## src/rtl/signed_bcd_display.sv

```systemverilog
// signed_bcd_display: converts a 16-bit two's-complement result into sign plus
// five BCD digits (sequential double-dabble, one shift per clock) and drives a
// 6-position multiplexed common-anode 7-segment display with leading-zero blanking.
module signed_bcd_display #(
  parameter int REFRESH_DIV = 1000
) (
  input  logic        clk,
  input  logic        nRST,
  input  logic [15:0] value_in,
  input  logic        load,
  output logic        busy,
  output logic        done,
  output logic [19:0] bcd_out,
  output logic        neg_out,
  output logic [6:0]  seg_n,
  output logic [5:0]  an_n
);

  localparam logic [1:0] IDLE    = 2'd0;
  localparam logic [1:0] CONVERT = 2'd1;
  localparam logic [1:0] COMMIT  = 2'd2;

  localparam int              CW      = $clog2(REFRESH_DIV);
  localparam logic [CW-1:0]   REF_MAX = CW'(REFRESH_DIV - 1);

  localparam logic [6:0] SEG_DASH  = 7'b0111111;
  localparam logic [6:0] SEG_BLANK = 7'b1111111;

  // Active-low glyph for one BCD digit; non-decimal codes show blank.
  function automatic logic [6:0] seg_of(input logic [3:0] d);
    logic [6:0] s;
    case (d)
      4'd0:    s = 7'b1000000;
      4'd1:    s = 7'b1111001;
      4'd2:    s = 7'b0100100;
      4'd3:    s = 7'b0110000;
      4'd4:    s = 7'b0011001;
      4'd5:    s = 7'b0010010;
      4'd6:    s = 7'b0000010;
      4'd7:    s = 7'b1111000;
      4'd8:    s = 7'b0000000;
      4'd9:    s = 7'b0010000;
      default: s = SEG_BLANK;
    endcase
    return s;
  endfunction

  logic [1:0]    state_r;
  logic          busy_r;
  logic          done_r;
  logic          sign_r;
  logic [15:0]   mag_r;
  logic [19:0]   scratch_r;
  logic [4:0]    cnt_r;
  logic [19:0]   bcd_r;
  logic          neg_r;
  logic [CW-1:0] refresh_r;
  logic [2:0]    sel_r;
  logic [5:0]    an_r;
  logic [6:0]    seg_r;

  logic [19:0]   adj_s;
  logic [15:0]   abs_s;
  logic [2:0]    sel_nxt_s;
  logic [6:0]    glyph_s;

  // Double-dabble correction: add 3 to every scratch nibble that is 5 or more.
  always_comb begin
    adj_s = scratch_r;
    for (int i = 0; i < 5; i++) begin
      if (scratch_r[4*i +: 4] >= 4'd5) begin
        adj_s[4*i +: 4] = scratch_r[4*i +: 4] + 4'd3;
      end else begin
        adj_s[4*i +: 4] = scratch_r[4*i +: 4];
      end
    end
  end

  // Magnitude of the input; 0x8000 naturally maps to 32768 in 16 unsigned bits.
  always_comb begin
    if (value_in[15]) begin
      abs_s = ~value_in + 16'd1;
    end else begin
      abs_s = value_in;
    end
  end

  // Conversion FSM: capture, 16 shift steps, then a one-cycle commit.
  always_ff @(posedge clk or negedge nRST) begin
    if (!nRST) begin
      state_r   <= IDLE;
      busy_r    <= 1'b0;
      done_r    <= 1'b0;
      sign_r    <= 1'b0;
      mag_r     <= 16'd0;
      scratch_r <= 20'd0;
      cnt_r     <= 5'd0;
      bcd_r     <= 20'd0;
      neg_r     <= 1'b0;
    end else begin
      done_r <= 1'b0;
      case (state_r)
        IDLE: begin
          if (load) begin
            sign_r    <= value_in[15];
            mag_r     <= abs_s;
            scratch_r <= 20'd0;
            cnt_r     <= 5'd0;
            busy_r    <= 1'b1;
            state_r   <= CONVERT;
          end
        end
        CONVERT: begin
          scratch_r <= {adj_s[18:0], mag_r[15]};
          mag_r     <= {mag_r[14:0], 1'b0};
          cnt_r     <= cnt_r + 5'd1;
          if (cnt_r == 5'd15) begin
            busy_r  <= 1'b0;
            state_r <= COMMIT;
          end
        end
        COMMIT: begin
          bcd_r   <= scratch_r;
          neg_r   <= sign_r;
          done_r  <= 1'b1;
          state_r <= IDLE;
        end
        default: begin
          busy_r  <= 1'b0;
          state_r <= IDLE;
        end
      endcase
    end
  end

  // Next digit position: advance only when the refresh counter wraps.
  always_comb begin
    if (refresh_r == REF_MAX) begin
      if (sel_r == 3'd5) begin
        sel_nxt_s = 3'd0;
      end else begin
        sel_nxt_s = sel_r + 3'd1;
      end
    end else begin
      sel_nxt_s = sel_r;
    end
  end

  // Glyph for the position being selected, with leading-zero blanking.
  always_comb begin
    glyph_s = SEG_BLANK;
    case (sel_nxt_s)
      3'd0: glyph_s = seg_of(bcd_r[3:0]);
      3'd1: glyph_s = (bcd_r[19:4]  == 16'd0) ? SEG_BLANK : seg_of(bcd_r[7:4]);
      3'd2: glyph_s = (bcd_r[19:8]  == 12'd0) ? SEG_BLANK : seg_of(bcd_r[11:8]);
      3'd3: glyph_s = (bcd_r[19:12] == 8'd0)  ? SEG_BLANK : seg_of(bcd_r[15:12]);
      3'd4: glyph_s = (bcd_r[19:16] == 4'd0)  ? SEG_BLANK : seg_of(bcd_r[19:16]);
      3'd5: glyph_s = neg_r ? SEG_DASH : SEG_BLANK;
      default: glyph_s = SEG_BLANK;
    endcase
  end

  // Free-running display multiplexer; anode and segments update together.
  always_ff @(posedge clk or negedge nRST) begin
    if (!nRST) begin
      refresh_r <= '0;
      sel_r     <= 3'd0;
      an_r      <= 6'b111110;
      seg_r     <= 7'b1000000;
    end else begin
      if (refresh_r == REF_MAX) begin
        refresh_r <= '0;
      end else begin
        refresh_r <= refresh_r + CW'(1);
      end
      sel_r <= sel_nxt_s;
      an_r  <= ~(6'b000001 << sel_nxt_s);
      seg_r <= glyph_s;
    end
  end

  assign busy    = busy_r;
  assign done    = done_r;
  assign bcd_out = bcd_r;
  assign neg_out = neg_r;
  assign seg_n   = seg_r;
  assign an_n    = an_r;

endmodule

```

## config.mk

```make
export PLATFORM = sky130hd
export DESIGN_NAME = signed_bcd_display
export DESIGN_NICKNAME = d
export VERILOG_FILES = /design/src/rtl/signed_bcd_display.sv
export SDC_FILE = /design/constraint.sdc
export NUM_CORES = 1
export LEC_CHECK = 0
export ABC_AREA = 1
export BUFFER_PORTS_ARGS = -buffer_cell sky130_fd_sc_hd__buf_2
export CAP_MARGIN = 20
export CORE_MARGIN = 8
export CORE_UTILIZATION = 60
export DETAILED_ROUTE_END_ITERATION = 8
export GPL_TIMING_DRIVEN = 0
export PLACE_DENSITY = 0.81
export SLEW_MARGIN = 20
export SYNTH_ARGS = -nofsm -noshare
export SYNTH_HDL_FRONTEND = slang
export SYNTH_SLANG_ARGS = --single-unit
```

## constraint.sdc

```tcl
create_clock -name clk -period 5 [get_ports clk]
set_input_delay 0.75 -clock clk [delete_from_list [all_inputs] [get_ports clk]]
set_output_delay 0.75 -clock clk [all_outputs]
set_load 0.1 [all_outputs]
```

* Word-level counts from Yosys, hierarchy flattened
Memory sizes are Yosys's and may differ from the RTL's. Index checks and enable logic that the tools add are counted.
Storage, ports and cells: output and inout bits 36, latch bits 0, input port bits 19, register bits 93, bits in writable memories 0, memories kept 5, memory bits (read-only) 560
Operators by class: reductions and logical operators 11, add/sub/neg operators 9, divide/modulo/power cells 0, mux-type cells 28, multipliers 0, equality and inequality tests 12, order comparisons 5, bitwise gates (word level) 3, shift operators 1
Memory list:
- (no name shown) | depth 16, bits a word 7, read ports 1, clocked after Yosys merged registers in 0, write ports 0, line 32 | case (d)
- (no name shown) | depth 16, bits a word 7, read ports 1, clocked after Yosys merged registers in 0, write ports 0, line 32
- (no name shown) | depth 16, bits a word 7, read ports 1, clocked after Yosys merged registers in 0, write ports 0, line 32
- (no name shown) | depth 16, bits a word 7, read ports 1, clocked after Yosys merged registers in 0, write ports 0, line 32
- (no name shown) | depth 16, bits a word 7, read ports 1, clocked after Yosys merged registers in 0, write ports 0, line 32
Operators with widths (count):
- 7-bit one-hot mux with 6 select lines | 1
- 20-bit one-hot mux with 2 select lines | 1
- 7-bit 2-to-1 mux | 5
- 16-bit 2-to-1 mux | 2
- 16-bit one-hot mux with 2 select lines | 1
- 4-bit by 3-bit greater-or-equal comparator with 1-bit output (second input constant) | 5
- 20-bit 2-to-1 mux | 1
- 16-bit by 1-bit adder with 16-bit output (second input constant) | 1
- 4-bit by 2-bit adder with 4-bit output (second input constant) | 4
- 16-bit zero test | 1
- 4-bit 2-to-1 mux | 4
- 16-bit NOT | 1
- 12-bit zero test | 1
- 10-bit by 1-bit adder with 10-bit output (second input constant) | 1
- 10-bit == test (second input constant) | 1
- 10-bit 2-to-1 mux | 1
- 5-bit one-hot mux with 2 select lines | 1
- 3-bit == test (second input constant) | 3
- 3-bit 2-to-1 mux | 3
- 8-bit zero test | 1
- 3-bit by 2-bit == test with 1-bit output (second input constant) | 2
- 6-bit NOT | 1
- 2-bit AND reduction | 3
- 1-bit by 3-bit << shifter with 6-bit output (first input constant) | 1
- other kinds (19) | 23

* Longest topological paths before layout
depth in word-level cells 5, mapped depth 12, mapped depth without buffers 12

* Worst setup path before layout
OpenSTA, ideal clock, no wires.
path kind flip-flop to flip-flop, from reg bcd_r[16], in the netlist bcd_out[16], to reg seg_r[1], in the netlist seg_n[1], stages on the path, launching flop included 12, arrival 2.228 ns, path slack 2.653 ns, setup time 0.119 ns, buffers on the path 0, cells stage by stage dfrtp_1 inv_1 ha_1 nand3_1 inv_1 nand2_1 nor2_1 nor2_2 nand2_1 nor3b_1 nor2_1 nand2_1
Between the ends: word-level cells in the longest chain between the ends 3
RTL lines:
- start, declared | line 55 | logic [19:0] bcd_r;
- start signal, assigned | line 123 | bcd_r <= scratch_r;
- memory 16 x 7 bit, or another cell as far along
- 7-bit 2-to-1 mux, on equally long branches
- 7-bit one-hot mux with 6 select lines (*) | line 152 | case (sel_nxt_s)
- via glyph_s[1] | line 65 | logic [6:0] glyph_s;
- end signal, assigned | line 178 | seg_r <= glyph_s;
- end, declared | line 60 | logic [6:0] seg_r;
Mark *: on every way through the listed nets, which the timed path passes. The rest lies on a longest branch. A chain may end at the register's enable or synchronous reset.

* Worst setup path in the final report
from reg bcd_r[14], in the netlist bcd_out[14], to out bcd_out[14]
RTL lines:
- end, declared | line 13 | output logic [19:0] bcd_out,
No word-level cell between the ends.

==> results.md <==
| Item | This run | Unit |
|---|---|---|
| Status | complete, no violations | - |
| Num Clock Sinks | 93 | - |
| Setup slack on the worst flop-to-flop path | 3.14 | ns |
| Antenna viol nets, final | 0 | - |
| Largest net degree at the start of global routing | 67 | - |
| Synth Net Count | 811 | - |
| Clock tree from TritonCTS | yes | - |
| Sequential fraction of the synthesis area | 40.3 | % |
| Min setup slack post-route | 2.89 | ns |
| Wire length reported by the detailed router | 13,000 | microns |
| List of most frequent post-synthesis cells | sky130_fd_sc_hd__nand2_1, sky130_fd_sc_hd__dfrtp_1, sky130_fd_sc_hd__inv_1, sky130_fd_sc_hd__o21ai_0, sky130_fd_sc_hd__nor2_1 | - |
| Yosys warning total | 0 | - |
| Remaining DRCs | 0 | - |
| Portion of synthesized cell area occupied by the leading cell type | 37.6 | % |
| Total setup buffers inserted after CTS | 0 | - |
| Syn avg cell area | 7.70 | sq um |
| Post-cts repair resize count | 0 | - |
| Die Y-Extent | 114 | microns |
| Count of unique library cells instantiated by Yosys | 44 | - |
| Layout cells sized above 1 | 16.0 | % |
| Number of standard cells after synthesis | 752 | - |
| Endpoint of the worst-slack reg-to-reg timing path | seg_n[1] | - |
| Post-synth EDFFs | 0 | - |
| CP endpoint kind | output port | - |
| Post-synthesis adder-cell area fraction | 8.65 | % |
| Maximum cell stage delay along the critical path | 0.49 | ns |
| Number of hold buffers added after CTS | 0 | - |
| Netlist Area Pre-Place | 5790 | sq um |
| Insertion delay of the later-clocked pin in the worst-skew pair | 0.37 | ns |
| Slew Limit Fails | 0 | - |
| Overall Global Routing Usage | 21.2 | % |
| Delay-heaviest family, CP | flip-flops | - |
| Element type at the critical path start | register | - |
| Clock period minus worst slack | 2.11 | ns |
| Setup TNS after final layout | 0 | ns |
| Number of port buffers | 54 | - |
| Number of I/O pins | 55 | - |
| Crit path arrival time | 1.36 | ns |
| Clock buffer count from CTS | 9 | - |
| Number of iterations in the first detailed-routing pass | 5 | - |
| Worst min-delay path category | in2async | - |
| Initial antenna violation count | 0 | - |
| Via count of the first global-routing pass | 5,116 | - |
| Worst slew margin relative to its limit | 64.5 | % |
| Initial core utilization | 60.6 | % |
| CTS root buf | sky130_fd_sc_hd__clkbuf_8 | - |
| Register-to-Register Path Depth | 11 | - |
| Post-synth top flop | sky130_fd_sc_hd__dfrtp_1 | - |
| Fraction of registers with async set/reset | 100 | % |
| Global placement routability congestion | 0.920 | - |
| RSZ-0062 raised after global routing | no | - |
| Max VDD drop | 0.000332 | V |
| Kind of critical path | reg2out | - |
| Number of setup violations in the final report | 0 | - |
| Routed length per placed instance | 13.6 | microns |
| Buffers & Inverters on Critical Path | 1 | - |
| Diode count | 0 | - |
| Post-synthesis mux area share | 0 | % |
| Worst path cell trace | buf_2 | - |
| Crit Path Max Fanout | 9 | - |
| Fraction of synthesized cell area in xor and xnor cells | 1.51 | % |
| First-pass GRT wire length | 22,700 | microns |
| Most frequently used cell type in the post-synthesis netlist | sky130_fd_sc_hd__nand2_1 | - |
| Post-route fraction of the period consumed by the critical path | 42.2 | % |
| Maxcap violations | 0 | - |
| Critical-path cell with the highest stage delay | sky130_fd_sc_hd__dfrtp_1 | - |
| Layout-stage area growth over the synthesis result | 12.0 | % |
| Flip-flop and latch count after synthesis | 93 | - |
| Clock-pin slew on the worst setup and hold paths | 0.10 | ns |
| Buffer levels on the longest clock path | 2 | - |
| Post-synth top area cell | sky130_fd_sc_hd__dfrtp_1 | - |
| Remaining Overflow, GRT | 0 | - |
| DP HPWL | 10,100 | microns |
| Final clock skew | 0.0130 | ns |
| Worst slack, placed | 2.77 | ns |
| Number of vias after detailed routing | 5,088 | - |
| Leak Pwr | 3.28 | nW |
| Compound-cell area share of the yosys netlist | 13.9 | % |
| Die area | 13,000 | sq um |
| Fin. Hold Viols | 0 | - |
| Fraction of the mapped netlist area in simple logic gates | 28.2 | % |
| Initial DRC Count | 332 | - |
| Final net count | 877 | - |
| Worst hold margin | 0.228 | ns |
| Req. time, crit path | 4.25 | ns |
| Clock H-tree levels | 3 | - |
| Std-Cell Core Area | 9550 | sq um |
| Power per unit of standard cell area | 525 | nW/um^2 |
| Dominant combinational cell family by area after synthesis | simple AND/OR/NAND/NOR gates | - |
| Startpoint of the most critical register-to-register path | bcd_out[17] | - |
| Transition time at the pin with the least slew margin | 0.530 | ns |
| Cell types occupying the most area after synthesis | sky130_fd_sc_hd__dfrtp_1, sky130_fd_sc_hd__nand2_1, sky130_fd_sc_hd__ha_1 | - |
| Number of placement rows | 36 | - |
| Maximum clock frequency | 474 | MHz |
| Average via count per standard cell | 5.32 | - |
| Chip width | 114 | microns |
## report_power, final
group	leakage (nW)	internal [mW]	switching [mW]
combinational	2.04	0.499	1.17
sequential	1.14	0.982	0.184
clock	0.106	0.283	0.281
## sequential cells by signal (all words and copies together) (netlist names)
register,count
an_n,6
bcd_out,20
busy,1
cnt_r,5
done,1
mag_r,16
neg_out,1
refresh_r,10
scratch_r,20
seg_n,7
sel_r,3
sign_r,1
state_r,2
## cell usage in the layout, fill, tap and decap left out, types with 6 or more instances in the layout
master,Yosys,routed
sky130_fd_sc_hd__nand2_1,167,167
sky130_fd_sc_hd__dfrtp_1,87,87
sky130_fd_sc_hd__inv_1,86,86
sky130_fd_sc_hd__o21ai_0,79,79
sky130_fd_sc_hd__nor2_1,74,74
sky130_fd_sc_hd__nand3_1,63,63
sky130_fd_sc_hd__buf_2,3,56
sky130_fd_sc_hd__ha_1,40,40
sky130_fd_sc_hd__a21oi_1,21,21
sky130_fd_sc_hd__or2_2,12,12
sky130_fd_sc_hd__a22oi_1,11,11
sky130_fd_sc_hd__clkbuf_1,9,9
sky130_fd_sc_hd__clkbuf_8,0,9
sky130_fd_sc_hd__o22ai_1,8,8
sky130_fd_sc_hd__nand2_2,8,8
sky130_fd_sc_hd__xor2_1,7,7
sky130_fd_sc_hd__inv_2,7,7
sky130_fd_sc_hd__o211ai_1,7,7
sky130_fd_sc_hd__nor3_1,6,6
sky130_fd_sc_hd__dfstp_2,6,6
## per-stage QoR
step	util [%]	instances	total power [mW]	area [sq um]
6_report	67.8	956	3.40	6480
3_3_place_gp	65.2	939	2.76	6220
5_1_grt	67.8	956	3.67	6480
4_1_cts	67.8	956	3.41	6480
3_5_place_dp	65.5	940	2.84	6260
2_1_floorplan	-	752	2.46	5790
## per-layer routing
metal  wire, microns  GRT usage [%]  vias up  part of all wire (%)
li1                -              -     2596                     -
met1            5750           24.4     2385                    44
met2            6630           38.3       88                    51
met3             395           3.74       19                   3.0
met4             236           7.72        0                   1.8
met5               0              0        -                     0
## worst max path at each step
stage,cells after the start,to,start
floorplan,11,seg_n[1],bcd_out[16]
global placement,1,mag_r[13],nRST
detailed placement,12,mag_r[12],value_in[1]
CTS,1,bcd_out[14],bcd_out[14]
global route,1,bcd_out[14],bcd_out[14]
finish,1,bcd_out[14],bcd_out[14]
## cells by family after synthesis
logic type | count (synthesis)
AOI/OAI and AO/OA | 142
xor gates and xnor gates | 10
adders and majority gates | 40
buffers and inverters | 110
DFF | 93
and+or+nand+nor | 357
## worst register-to-register path, stage by stage, from the launching register on
cell                      delay [ns]
sky130_fd_sc_hd__dfrtp_1        0.45
sky130_fd_sc_hd__inv_1          0.16
sky130_fd_sc_hd__ha_1           0.20
sky130_fd_sc_hd__nand3_1        0.11
sky130_fd_sc_hd__inv_1          0.15
sky130_fd_sc_hd__nand2_1        0.10
sky130_fd_sc_hd__nor2_1         0.18
sky130_fd_sc_hd__nor2_2         0.09
sky130_fd_sc_hd__nand2_1        0.08
sky130_fd_sc_hd__nor3b_1        0.18
sky130_fd_sc_hd__nor2_1         0.07
sky130_fd_sc_hd__nand2_1        0.05
## final cells by class
| type | instances | area (sq um) |
|---|---|---|
| Fill cell | 820 | 3070 |
| Multi-Input combinational cell | 549 | 3020 |
| Sequential cell | 93 | 2330 |
| Inverter | 95 | 359 |
| Timing Repair Buffer | 55 | 304 |
| Tap cell | 133 | 166 |
| Clock buffer | 9 | 124 |
| Clock inverter | 7 | 97.6 |
| Buffer | 15 | 68.8 |
(Power assumes the default switching activity.)
